File: src/rtl/port0_serial_tx.sv
// port0_serial_tx: frames the 16-bit Port0 word as start bit, 16 data bits LSB first, stop bit on one wire
module port0_serial_tx #(
  parameter int CLKS_PER_BIT = 4
) (
  input  logic        clk,
  input  logic        reset,
  input  logic        start,
  input  logic [15:0] data_in,
  output logic        tx,
  output logic        busy,
  output logic        done
);
  localparam int BW = CLKS_PER_BIT > 1 ? $clog2(CLKS_PER_BIT) : 1;
  localparam logic [BW-1:0] BAUD_LAST = BW'(CLKS_PER_BIT - 1);
  typedef enum logic [1:0] {IDLE, START, DATA, STOP} state_t;
  state_t        state_q, state_d;
  logic [BW-1:0] baud_q, baud_d;
  logic [3:0]    bit_q, bit_d;
  logic [15:0]   shift_q, shift_d;
  logic          tx_q, tx_d, busy_q, busy_d, done_q, done_d;
  logic          tc;
  assign tc   = baud_q == BAUD_LAST;
  assign tx   = tx_q;
  assign busy = busy_q;
  assign done = done_q;
  // state and datapath registers; reset aborts any frame without a done pulse
  always_ff @(posedge clk) begin
    if (reset) begin
      state_q <= IDLE;
      baud_q  <= '0;
      bit_q   <= '0;
      shift_q <= '0;
      tx_q    <= 1'b1;
      busy_q  <= 1'b0;
      done_q  <= 1'b0;
    end else begin
      state_q <= state_d;
      baud_q  <= baud_d;
      bit_q   <= bit_d;
      shift_q <= shift_d;
      tx_q    <= tx_d;
      busy_q  <= busy_d;
      done_q  <= done_d;
    end
  end
  // next state: every phase ends on the baud terminal count, DATA after its 16th bit
  always_comb begin
    state_d = state_q;
    case (state_q)
      IDLE:    if (start) state_d = START;
      START:   if (tc) state_d = DATA;
      DATA:    if (tc && bit_q == 4'd15) state_d = STOP;
      default: if (tc) state_d = IDLE;
    endcase
  end
  // counters and shifter; start is only looked at in IDLE so busy-time requests are dropped
  always_comb begin
    baud_d  = (state_q == IDLE || tc) ? '0 : baud_q + 1'b1;
    bit_d   = state_q != DATA ? 4'd0 : !tc ? bit_q : bit_q == 4'd15 ? 4'd0 : bit_q + 4'd1;
    shift_d = (state_q == IDLE && start) ? data_in : (state_q == DATA && tc) ? {1'b0, shift_q[15:1]} : shift_q;
  end
  // outputs registered from next state so tx/busy change on the same edge as the state
  always_comb begin
    tx_d   = state_d == START ? 1'b0 : state_d == DATA ? shift_d[0] : 1'b1;
    busy_d = state_d != IDLE;
    done_d = state_q == STOP && tc;
  end
endmodule

File: config.mk
export PLATFORM = sky130hd
export DESIGN_NAME = port0_serial_tx
export DESIGN_NICKNAME = d
export VERILOG_FILES = /design/src/rtl/port0_serial_tx.sv
export SDC_FILE = /design/constraint.sdc
export NUM_CORES = 1
export LEC_CHECK = 0
export CAP_MARGIN = 20
export CORE_MARGIN = 4
export CORE_UTILIZATION = 51
export CTS_CLUSTER_SIZE = 12
export DETAILED_ROUTE_END_ITERATION = 8
export PLACE_DENSITY = 0.78
export RECOVER_POWER = 100
export REMOVE_ABC_BUFFERS = 1
export SLEW_MARGIN = 0
export SYNTH_ARGS = -nofsm -noshare
export SYNTH_HDL_FRONTEND = slang
export SYNTH_SLANG_ARGS = --single-unit
File: constraint.sdc
create_clock -name clk -period 1.8 [get_ports clk]
set_input_delay 0.54 -clock clk [delete_from_list [all_inputs] [get_ports clk]]
set_output_delay 0.54 -clock clk [all_outputs]
set_load 0.02 [all_outputs]
# Word-level counts from Yosys, hierarchy flattened
# Cells that the tools add are included.
[op_classes] n_addsub=2 n_eq_ne=8 mux=10 n_reduce_logical=10
[ops] op="two-way mux 16 bit" n=2
[ops] op="equality test 2 bit, second input constant" n=4
[ops] op="two-way mux 2 bit" n=4
[ops] op="case mux 2 bit (3 select lines)" n=1
[ops] op="adder 4 x 1 -> 4 bit, second input constant" n=1
[ops] op="equality test 2 x 1 -> 1 bit, second input constant" n=2
[ops] op="equality test 4 bit, second input constant" n=1
[ops] op="logical AND 1 bit" n=4
[ops] op="two-way mux 4 bit" n=1
[ops] op="nonzero test 2 bit" n=2
[ops] op="OR reduction 2 bit" n=2
[ops] op="adder 2 x 1 -> 2 bit, second input constant" n=1
[ops] op="zero test 2 bit" n=1
[ops] op="two-way mux 1 bit" n=2
[ops] op="inequality test 2 bit, second input constant" n=1
[ops] op="logical OR 1 bit" n=1
[word_totals] register_bits=27 inputBits=19 out_inout_bits=3 wordCells=38

# Depth between registers and ports, before layout
[depth] ltp_word=7 depth_mapped=6

# Worst setup path after synthesis
# Ideal clock, no wire load.
[synth_timing] path_kind="register to register" from="register baud_q[0]" to="register tx_q (netlist: tx)" arrival_time_ns=1.273 setup_slack_ns=0.398 stages_incl_launch_ff=7 period_less_slack_ns=1.402 cell_sequence="dfxtp_1 ha_1 buf_2 nand4_1 a221o_1 nor3b_2 a31oi_1"
[synth_via] elab_chain_cells=7 elab_cells_between_ends=13
[synth_lines] item="from (decl)" line_no="17" text="logic [BW-1:0] baud_q, baud_d;"
[synth_lines] item="from (signal assigned)" line_no="38" text="baud_q <= baud_d;"
[synth_lines] item="equality test 2 bit (*)" line_no="22" text="assign tc = baud_q == BAUD_LAST;"
[synth_lines] item="logical AND 1 bit" line_no="52" text="DATA: if (tc && bit_q == 4'd15) state_d = STOP;"
[synth_lines] item="two-way mux 2 bit" line_no="52"
[synth_lines] item="case mux 2 bit (3 select lines)" line_no="49" text="case (state_q)"
[synth_lines] item="equality test 2 bit" line_no="64" text="tx_d = state_d == START ? 1'b0 : state_d == DATA ? shift_d[0] : 1'b1;"
[synth_lines] item="two-way mux 1 bit" line_no="64"
[synth_lines] item="two-way mux 1 bit (*)" line_no="64"
[synth_lines] item="to (signal assigned)" line_no="41" text="tx_q <= tx_d;"
[synth_lines] item="to (decl)" line_no="20" text="logic tx_q, tx_d, busy_q, busy_d, done_q, done_d;"
# Every way passes the cells marked *; elsewhere a longest branch is shown, timed or not. The select of a mux whose other input is x is not followed.
# A chain may end at the register's enable or synchronous reset.

# Worst setup path after layout
[layout_timing] from="input reset" to="register bit_q[0]"
[layout_via] elab_chain_cells=1
[layout_lines] item="from (decl)" line_no="6" text="input logic reset,"
[layout_lines] item="OR reduction 2 bit (no source line)"
[layout_lines] item="to (signal assigned)" line_no="39" text="bit_q <= bit_d;"
[layout_lines] item="to (decl)" line_no="18" text="logic [3:0] bit_q, bit_d;"
# Every way passes these cells.

==> flow_metrics.env <==
export IMPL_firstDrtPassIters=4
export IMPL_die_area_um2=3327
export IMPL_synth_edf_count=0
export IMPL_path_clk_slew_ps=140
export IMPL_synth_most_common_cell="dfxtp_1"
export IMPL_fp_dieH_um=57.68
export IMPL_crit_path_start="reset"
export IMPL_utilization=0.6476
export IMPL_cp_endpoint="bit_q[0]"
export IMPL_postCtsSetupBuffers=0
export IMPL_critPathKind="primary input to flop"
export IMPL_synth_top_area_share=0.4294
export IMPL_yosysSeqAreaShare=0.4294
export IMPL_r2r_slack_ps=290
export IMPL_cp_slowest_cell="clkdlybuf4s50_1"
export IMPL_crit_path_max_fanout=24
export IMPL_numCtsBuffers=3
export IMPL_grt_usage=0.1494
export IMPL_fin_crit_sh=0.8659
export IMPL_antenna_cells=0
export IMPL_power_density_nw_per_um2=723.4
export IMPL_netlist_instances=140
export IMPL_drive_gt1_frac=0.1188
export IMPL_crit_chain="clkdlybuf4s50_1, clkbuf_2, nand2b_1, nor2_1"
export IMPL_finalHoldViolCount=0
export IMPL_rows=17
export IMPL_setup_viol=0
export IMPL_crit_arrival_ps=1790
export IMPL_antenna_found_initial=0
export IMPL_ys_warn_count=0
export IMPL_synth_seq_cells=27
export IMPL_cts_buffer_depth=2
export IMPL_yosysTopAreaCell="dfxtp_1"
export IMPL_min_path_cells=1
export IMPL_rr_endpoint="tx"
export IMPL_max_cap_viol_count=0
export IMPL_worstReg2RegStart="bit_q[0]"
export IMPL_port_buffers=21
export IMPL_clock_latency_ps=330
export IMPL_grt_pass1_wl_um=3995
export IMPL_cp_data_required_time_ps=2030
export IMPL_first_global_vias=944
export IMPL_drc=0
export IMPL_hold_path_class="flop to flop"
export IMPL_rsz0062_at_grt="no"
export IMPL_place_inst=184
export IMPL_max_freq_mhz=641.6
export IMPL_period_minus_slack_ps=1559
export IMPL_synth_common_cells="dfxtp_1, nor2_1, nand2_1"
export IMPL_ioPinCount=22
export IMPL_dpl_cell_area_um2=1500
export IMPL_initial_core_util=0.5531
export IMPL_vias=1056
export IMPL_netlist_area_um2=1259
export IMPL_gp_congestion=0.7220
export IMPL_worst_pin_slew_ps=549.4
export IMPL_max_slew_margin_rel=0.6337
export IMPL_p_leak_nw=0.5021
export IMPL_syn2layout_area_growth_pct=17.10
export IMPL_cp_buffers_inverters=2
export IMPL_final_area_um2=1474
export IMPL_fin_nets=182
export IMPL_cts_sinks=27
export IMPL_timing_critical_path_depth=4
export IMPL_synth_distinct_cells=29
export IMPL_synth_area_per_cell_um2=8.991
export IMPL_drt_iter0_drc=33
export IMPL_outcome="finished clean"
export IMPL_die_x_um=57.68
export IMPL_cts_root_buffer="clkbuf_4"
export IMPL_vias_per_cell=5.617
export IMPL_coreArea_um2=2276
export IMPL_max_stage_delay_ps=450
export IMPL_grt_max_degree=30
export IMPL_ys_async_sr_fraction=0
export IMPL_crit_path_start_kind="primary input"
export IMPL_endpoint_kind="flop"
export IMPL_final_cells=188
export IMPL_finalWirelength_um=2402
export IMPL_wl_per_cell_um=12.78
export IMPL_slew_viol_final=0
export IMPL_cts_resized=0
export IMPL_postCtsHoldBufs=0
export IMPL_h_tree_depth=1
export IMPL_crit_family="buffers and inverters"
export IMPL_reg2reg_depth=5
export IMPL_synthTopCellsByArea="dfxtp_1, a311oi_2, nor2_1, nand3_1, nand2_1"
export IMPL_grt_remaining_overflow=0
export IMPL_ant_nets=0
export IMPL_finalSetupTns_ps=0
export IMPL_ir_drop_uv=491.3
export IMPL_final_setup_skew_ps=11.85
export IMPL_synth_flop_cell="dfxtp_1"
export IMPL_dpl_hpwl_um=1684
export IMPL_cts_tree="yes"
## cell families (layout without fill, tap and decap cells)
group / Yosys count / in the layout / synth area share
AOI/OAI and AO/OA: 26 / 26 / 0.2038
xor gates and xnor gates: 2 / 2 / 0.01392
adders and majority gates: 2 / 2 / 0.01988
buffers and inverters: 13 / 33 / 0.06461
DFF: 27 / 27 / 0.4294
muxes: 2 / 2 / 0.01591
and+or+nand+nor: 68 / 68 / 0.2525
## power by group
part	total [mW]	leakage (nW)	switching [mW]	internal, mW
logic	0.147	0.266	0.0678	0.0796
clock network	0.266	0.0139	0.181	0.0849
registers	0.653	0.222	0.0196	0.633
total	1.07	0.502	0.268	0.798
## registers in the layout, summed over array words and instances, names as in the netlist
register  flops
done          1
baud_q        2
shift_q      16
tx            1
busy          1
state_q       2
bit_q         4
## how the worst min path moves through the flow
| stage | slack, ps | endpoint | startpoint |
|---|---|---|---|
| global route | 470 | baud_q[0] | baud_q[0] |
| finish | 440 | baud_q[0] | baud_q[0] |
| CTS | 450 | baud_q[0] | baud_q[0] |
| global placement | 410 | baud_q[0] | baud_q[0] |
| floorplan | 400 | baud_q[0] | baud_q[0] |
| detailed placement | 430 | baud_q[0] | baud_q[0] |
## layout make-up
class | instances | area (um2)
clock inverter | 1 | 7.507
timing repair buffer | 27 | 246.5
clock buffer | 3 | 22.52
sequential | 27 | 540.5
fill | 191 | 802.0
tap | 28 | 35.03
multi-input combinational | 100 | 614.3
inverter | 2 | 7.507
## routing by layer
metal,track usage,part of all wire,vias to the layer above
met5,0,0,-
met4,0.05960,0.0087,0
met3,0.02895,0.065,2
met2,0.2516,0.47,27
met1,0.1868,0.46,489
li1,-,-,538
## cell usage in the layout, fill, tap and decap left out, types with 2 or more instances in the layout
cell type        netlist  layout
a311oi_1               4       6
xor2_1                 2       2
nor2_1                22      22
clkbuf_4               0       3
nand3_1               16      16
a311oi_2              10       8
buf_4                  1       4
a21oi_1                4       4
dfxtp_1               27      27
ha_1                   2       2
a31oi_1                2       2
clkdlybuf4s50_1        0      18
nand2_1               19      19
clkbuf_1               2       3
o21ai_0                4       4
inv_1                  2       2
mux2i_1                2       2
nor3b_1                2       3
## stage by stage
stage,power [mW],hold WS [ps],setup WS (ps)
floorplan,0.7404,403.7,-2.148
global placement,0.8220,414.8,12.69
detailed placement,0.8269,425.7,2.118
CTS,1.088,445.1,3.545
global route,1.120,468.6,119.6
finish,1.066,439.2,241.4
(Power assumes the default switching activity.)
